==> src/rtl/ul_tdl_agc_ctrl_60m.sv <==
// Closed-loop UL TDL 60M AGC: per-antenna windowed I^2+Q^2 power steers each DDC gain index toward a lo/hi band.
// Optional power report port pair is built when UL_TDL_AGC_PWR_RPT_EN is defined.
module ul_tdl_agc_ctrl_60m #(
  parameter int XNUM     = 8,
  parameter int WIN_LOG2 = 10,
  parameter int GAIN_MAX = 255,
  parameter int GAIN_RST = 0
) (
  input  logic                clk_245,
  input  logic                asy_rst_n,
  input  logic [31:0]         i_data,
  input  logic                i_data_valid,
  input  logic                i_fram_hd,
  input  logic                i_agc_en,
  input  logic [7:0]          i_gain_init,
  input  logic [3:0]          i_gain_step,
  input  logic [31:0]         i_pwr_hi,
  input  logic [31:0]         i_pwr_lo,
  output logic [XNUM*8-1:0]   o_ddc_gain_lte,
  output logic                o_gain_upd
`ifdef UL_TDL_AGC_PWR_RPT_EN
  ,
  input  logic [2:0]          i_rpt_sel,
  output logic [31:0]         o_pwr_rpt
`endif
);

  localparam int SW = $clog2(XNUM);
  localparam int AW = 32 + WIN_LOG2;
  localparam logic [SW-1:0]       SLOT_LAST  = SW'(XNUM - 1);
  localparam logic [WIN_LOG2-1:0] RND_LAST   = '1;
  localparam logic [7:0]          GAIN_MAX_V = 8'(GAIN_MAX);
  localparam logic [7:0]          GAIN_RST_V = 8'(GAIN_RST);

  typedef enum logic [1:0] {ST_IDLE, ST_UPD, ST_DONE} state_t;

  // Slot of the sample currently on i_data; a valid header pins it to slot 0.
  logic [SW-1:0] slot_cnt_reg;
  logic [SW-1:0] slot_cur;
  assign slot_cur = i_fram_hd ? '0 : slot_cnt_reg;

  always_ff @(posedge clk_245 or negedge asy_rst_n) begin
    if (!asy_rst_n) begin
      slot_cnt_reg <= '0;
    end else if (i_data_valid) begin
      slot_cnt_reg <= (slot_cur == SLOT_LAST) ? '0 : slot_cur + 1'b1;
    end
  end

  logic signed [15:0] d_i;
  logic signed [15:0] d_q;
  logic [30:0]        i_sq;
  logic [30:0]        q_sq;
  assign d_i  = i_data[31:16];
  assign d_q  = i_data[15:0];
  assign i_sq = 31'(d_i) * 31'(d_i);
  assign q_sq = 31'(d_q) * 31'(d_q);

  logic          s1_vld_reg, s1_hd_reg;
  logic [SW-1:0] s1_slot_reg;
  logic [30:0]   s1_isq_reg, s1_qsq_reg;
  logic          s2_vld_reg, s2_hd_reg;
  logic [SW-1:0] s2_slot_reg;
  logic [31:0]   s2_p_reg;

  always_ff @(posedge clk_245 or negedge asy_rst_n) begin
    if (!asy_rst_n) begin
      s1_vld_reg  <= 1'b0;
      s1_hd_reg   <= 1'b0;
      s1_slot_reg <= '0;
      s1_isq_reg  <= '0;
      s1_qsq_reg  <= '0;
      s2_vld_reg  <= 1'b0;
      s2_hd_reg   <= 1'b0;
      s2_slot_reg <= '0;
      s2_p_reg    <= '0;
    end else begin
      s1_vld_reg <= i_data_valid;
      s1_hd_reg  <= i_data_valid & i_fram_hd;
      if (i_data_valid) begin
        s1_slot_reg <= slot_cur;
        s1_isq_reg  <= i_sq;
        s1_qsq_reg  <= q_sq;
      end
      s2_vld_reg <= s1_vld_reg;
      s2_hd_reg  <= s1_hd_reg;
      if (s1_vld_reg) begin
        s2_slot_reg <= s1_slot_reg;
        s2_p_reg    <= 32'(s1_isq_reg) + 32'(s1_qsq_reg);
      end
    end
  end

  logic [WIN_LOG2-1:0] rnd_reg;
  logic                close_win;
  logic                hd_s3;
  assign close_win = s2_vld_reg && (s2_slot_reg == SLOT_LAST) && (rnd_reg == RND_LAST);
  assign hd_s3     = s2_vld_reg && s2_hd_reg;

  always_ff @(posedge clk_245 or negedge asy_rst_n) begin
    if (!asy_rst_n) begin
      rnd_reg <= '0;
    end else if (s2_vld_reg) begin
      if (close_win || hd_s3) begin
        rnd_reg <= '0;
      end else if (s2_slot_reg == SLOT_LAST) begin
        rnd_reg <= rnd_reg + 1'b1;
      end
    end
  end

  // Shadow keeps only the mean (sum >> WIN_LOG2), latched with the closing sample folded in.
  logic [AW-1:0] acc_reg    [XNUM];
  logic [31:0]   shadow_reg [XNUM];

  for (genvar gi = 0; gi < XNUM; gi++) begin : g_acc
    logic          sel;
    logic [AW-1:0] acc_add;
    assign sel     = (s2_slot_reg == SW'(gi));
    assign acc_add = acc_reg[gi] + (sel ? AW'(s2_p_reg) : '0);

    always_ff @(posedge clk_245 or negedge asy_rst_n) begin
      if (!asy_rst_n) begin
        acc_reg[gi]    <= '0;
        shadow_reg[gi] <= '0;
      end else if (s2_vld_reg) begin
        if (close_win) begin
          shadow_reg[gi] <= acc_add[AW-1:WIN_LOG2];
          acc_reg[gi]    <= '0;
        end else if (hd_s3) begin
          acc_reg[gi] <= sel ? AW'(s2_p_reg) : '0;
        end else begin
          acc_reg[gi] <= acc_add;
        end
      end
    end
  end

  state_t        state_reg;
  logic [SW-1:0] upd_idx_reg;
  logic          gain_upd_reg;
  logic [7:0]    gain_reg [XNUM];
  logic [31:0]   mean_cur;
  logic [7:0]    gain_cur;
  logic [7:0]    gain_next;
  logic [8:0]    gain_sum;

  assign mean_cur   = shadow_reg[upd_idx_reg];
  assign gain_cur   = gain_reg[upd_idx_reg];
  assign gain_sum   = {1'b0, gain_cur} + {5'b0, i_gain_step};
  assign o_gain_upd = gain_upd_reg;

  // Over-power test first so a misconfigured lo>hi band still backs the gain off.
  always_comb begin
    gain_next = gain_cur;
    if (mean_cur > i_pwr_hi) begin
      gain_next = (gain_cur < {4'b0, i_gain_step}) ? 8'd0 : gain_cur - {4'b0, i_gain_step};
    end else if (mean_cur < i_pwr_lo) begin
      gain_next = (gain_sum > {1'b0, GAIN_MAX_V}) ? GAIN_MAX_V : gain_sum[7:0];
    end
  end

  always_ff @(posedge clk_245 or negedge asy_rst_n) begin
    if (!asy_rst_n) begin
      state_reg    <= ST_IDLE;
      upd_idx_reg  <= '0;
      gain_upd_reg <= 1'b0;
    end else begin
      gain_upd_reg <= 1'b0;
      if (!i_agc_en) begin
        state_reg   <= ST_IDLE;
        upd_idx_reg <= '0;
      end else begin
        case (state_reg)
          ST_IDLE: begin
            if (close_win) begin
              state_reg   <= ST_UPD;
              upd_idx_reg <= '0;
            end
          end
          ST_UPD: begin
            if (upd_idx_reg == SLOT_LAST) begin
              state_reg <= ST_DONE;
            end else begin
              upd_idx_reg <= upd_idx_reg + 1'b1;
            end
          end
          ST_DONE: begin
            gain_upd_reg <= 1'b1;
            state_reg    <= ST_IDLE;
          end
          default: state_reg <= ST_IDLE;
        endcase
      end
    end
  end

  for (genvar gi = 0; gi < XNUM; gi++) begin : g_gain
    always_ff @(posedge clk_245 or negedge asy_rst_n) begin
      if (!asy_rst_n) begin
        gain_reg[gi] <= GAIN_RST_V;
      end else if (!i_agc_en) begin
        gain_reg[gi] <= i_gain_init;
      end else if ((state_reg == ST_UPD) && (upd_idx_reg == SW'(gi))) begin
        gain_reg[gi] <= gain_next;
      end
    end
    assign o_ddc_gain_lte[8*gi +: 8] = gain_reg[gi];
  end

`ifdef UL_TDL_AGC_PWR_RPT_EN
  logic [31:0] pwr_rpt_reg;
  assign o_pwr_rpt = pwr_rpt_reg;

  always_ff @(posedge clk_245 or negedge asy_rst_n) begin
    if (!asy_rst_n) begin
      pwr_rpt_reg <= '0;
    end else if (state_reg == ST_UPD) begin
      if ({1'b0, i_rpt_sel} >= 4'(XNUM)) begin
        pwr_rpt_reg <= '0;
      end else if (4'(upd_idx_reg) == {1'b0, i_rpt_sel}) begin
        pwr_rpt_reg <= mean_cur;
      end
    end
  end
`endif

endmodule
==> config.mk <==
export PLATFORM = sky130hd
export DESIGN_NAME = ul_tdl_agc_ctrl_60m
export DESIGN_NICKNAME = d
export VERILOG_FILES = /design/src/rtl/ul_tdl_agc_ctrl_60m.sv
export SDC_FILE = /design/constraint.sdc
export NUM_CORES = 2
export LEC_CHECK = 0
export ABC_AREA = 0
export BUFFER_PORTS_ARGS = -buffer_cell sky130_fd_sc_hd__buf_2
export CELL_PAD_IN_SITES_DETAIL_PLACEMENT = 1
export CELL_PAD_IN_SITES_GLOBAL_PLACEMENT = 1
export CORE_UTILIZATION = 45
export DETAILED_ROUTE_END_ITERATION = 7
export PLACE_DENSITY_LB_ADDON = 0.15
export SYNTH_ARGS = -nofsm -noshare
export SYNTH_HDL_FRONTEND = slang
export SYNTH_SLANG_ARGS = --single-unit
==> constraint.sdc <==
create_clock -name clk_245 -period 16.3 [get_ports clk_245]
set_input_delay 3.26 -clock clk_245 [delete_from_list [all_inputs] [get_ports clk_245]]
set_output_delay 3.26 -clock clk_245 [all_outputs]
set_load 0.02 [all_outputs]
==> flow_summary.toml <==
[worst_setup_path]
r2r_slack_ps = 10080
ff2ff_path_depth = 16
cp-start-kind = "input pin"
arrival_ps = 9880
startpoint = "i_data[15]"
crit_chain = "buf_2 > inv_1 > nor2_1 > fa_1 > fa_1 > fa_1 > fa_1 > fa_1 > inv_1 > fa_1 > inv_1 > ha_1 > a21oi_1 > o21ai_0 > a211oi_1 > nor3_1 > a311oi_1 > o21bai_1 > a21oi_1 > xnor2_1 > mux2_2"
r2r_start = "s2_slot_reg[2]$_DFFE_PN0P_"
max_stage_delay_ps = 600
cp_data_required_time_ps = 16900
critPathKind = "in2reg"
reg2reg_to = "shadow_reg[95]$_DFFE_PN0P_"
path_max_fanout = 16
critical_path.endpoint_type = "register"
slowest_stage = "fa_1"
critPathMostFrequentCell = "fa_1"

[clock_network]
cts_hold_buf = 0
clk_pin_slew_ps = 60
cts_made_buffers = 95
cts_buffer_depth = 3
root_buffer = "clkbuf_16"
clock-sinks = 777
post_cts_buffers = 0
clk_latency_ps = 730
cts_tree = "yes"
cts_resized = 0
htree_num_levels = 3

[timing]
setup_ws_ps = 7030
worst_pin_slew_ps = 1380
period_needed_ps = 9270
clock.fmax_ghz = 0.108
max-slew-margin-rel_pct = 7.55
finalMaxSlewViolations = 0
finalHoldViolCount = 0
fin_setup_tns_ps = 0
finalHoldWorstSlack_ps = 348
fin_skew_ps = 33.2
rsz0062_at_grt = "false"
setup_viol = 0
finalCritPeriodShare_pct = 56.9

[global_routing]
antenna_found_initial = 7
overflow = 0
track_usage_pct = 29.4
grt_pass1_vias = 62800
grt_pass1_wl_mm = 365
grt_max_degree = 190

[floorplan]
core_um2 = 156000
die_area_um2 = 159000
start_util_pct = 45.3
die_h_um = 398
placement_rows = 145
io_pins = 178
die-width_um = 398

[pwr]
vdd_drop_max_mv = 0.322
total_leakage_power_uw = 0.0370
powerDensity_nw_per_um2 = 193

[detailed_routing]
wl_mm = 233
firstDrtPassIters = 5
drc = 0
viasPerCell = 5.84
ant_nets = 0
drtIter0Drc = 3366
route.detailed.wl_per_inst_um = 23.2
vias = 58700

[synthesis]
yosys_warnings = 0
synth-seq-cells = 777
ys.flop_type = "dfrtp_1"
synth_cell_types = 94
ys_seq_area_share_pct = 27.5
synthCells = 7953
synth_area_um2 = 70700
syn_avg_cell_area_um2 = 8.89
ys_async_sr_fraction_pct = 100
synth_edf_count = 0
synth_nets = 9071

[layout]
layout-drive-gt1-share_pct = 8.89
finalNetCount = 9028
n_fill_cell = 18200
largest_reg_flops = 336
multiInputGateArea_um2 = 46600
seq_area_um2 = 19500
layout_common_cells = "nand2_1 (898), inv_1 (852), dfrtp_1 (772)"
layout_commonest_cell = "nand2_1"
finalInstanceArea_um2 = 76800
area_growth_pct = 8.64
fin_cells = 10100

[placed_design]
gp_congestion = 0.900
dp_hpwl_mm = 174
dp.cells = 9871
placed_area_um2 = 73400
post-place-ws_ps = 6290
port_buffers = 177

[min_path]
holdPathStages = 0
hold_class = "reg2reg"
min_to = "s2_hd_reg$_DFF_PN0_"
min_from = "s1_hd_reg$_DFF_PN0_"

[status]
outcome = "finished clean"

[job]
drv_cap = 0
==> synth_stat cells, types with 133 or more instances <==
| cell type | instances | share of area (%) |
|---|---|---|
| nand2_1 | 900 | 4.8 |
| inv_1 | 852 | 4.5 |
| dfrtp_1 | 777 | 27 |
| o21ai_0 | 577 | 4.1 |
| ha_1 | 537 | 9.5 |
| a21oi_1 | 495 | 3.5 |
| nor2_1 | 470 | 2.5 |
| fa_1 | 468 | 13 |
| clkbuf_1 | 338 | 1.8 |
| and2_1 | 290 | 2.6 |
| xnor2_1 | 267 | 3.3 |
| a21o_1 | 198 | 2.1 |
| nand3_1 | 145 | 1.0 |
| mux2_2 | 133 | 2.1 |
==> how the worst max path moves through the flow <==
| stage | end | slack [ps] |
|---|---|---|
| 2_1_floorplan | s1_qsq_reg[28]$_DFFE_PN0P_ | 7160 |
| 3_3_place_gp | s1_qsq_reg[28]$_DFFE_PN0P_ | 6460 |
| 3_5_place_dp | s1_qsq_reg[30]$_DFFE_PN0P_ | 6290 |
| 4_1_cts | s1_qsq_reg[30]$_DFFE_PN0P_ | 7060 |
| 5_1_grt | s1_isq_reg[30]$_DFFE_PN0P_ | 6640 |
| 6_report | s1_qsq_reg[28]$_DFFE_PN0P_ | 7030 |
==> layer usage <==
| layer | vias up | share of wire (%) | track usage [%] |
|---|---|---|---|
| li1 | 27200 | - | - |
| met1 | 30000 | 43 | 36.8 |
| met5 | - | 0 | 0 |
| met3 | 373 | 3.1 | 2.43 |
| met2 | 1100 | 50 | 52.1 |
| met4 | 0 | 4.0 | 11.9 |
==> where the power goes <==
| group | total [uW] | switching, uW | leakage [uW] | internal (uW) |
|---|---|---|---|---|
| Clock | 2350 | 953 | 0.00167 | 1390 |
| Sequential | 2730 | 400 | 0.0103 | 2330 |
| Combinational | 9750 | 5550 | 0.0250 | 4190 |
| Total | 14800 | 6900 | 0.0370 | 7910 |
==> critical path, delay by kind of cell <==
| kind | cells | cell delay [ps] |
|---|---|---|
| XOR/XNOR | 1 | 80 |
| adder cells (fa/ha/maj) | 7 | 3470 |
| multiplexers | 1 | 250 |
| buffers and inverters | 4 | 700 |
| AND/OR/NAND/NOR | 2 | 500 |
| AO/OA/AOI/OAI | 6 | 1580 |
==> per-stage QoR <==
stage / utilization [%] / total power (uW)
final: 49.2 / 14800
after global routing: 49.2 / 16100
after CTS: 49.2 / 15000
after detailed placement: 47.0 / 12600
after global placement: 47.0 / 12200
after floorplan: - / 9830
==> kinds of logic after synthesis <==
group	after synthesis	share of synthesized area [%]
mux	232	4.94
simple gates	2300	15.3
flops	777	27.5
buf+inv	1245	6.64
fa+ha+maj	1005	22.7
xor+xnor	390	4.83
compound gates	2004	18.1
==> final cells by class <==
class	count	area share, %
Antenna cell	6	0.0195
Inverter	859	4.21
Multi-Input combinational cell	5931	60.7
Clock buffer	123	3.55
Sequential cell	777	25.3
Timing Repair Buffer	246	1.96
Clock inverter	50	0.889
Tap cell	2058	3.35
(Power assumes the default switching activity.)
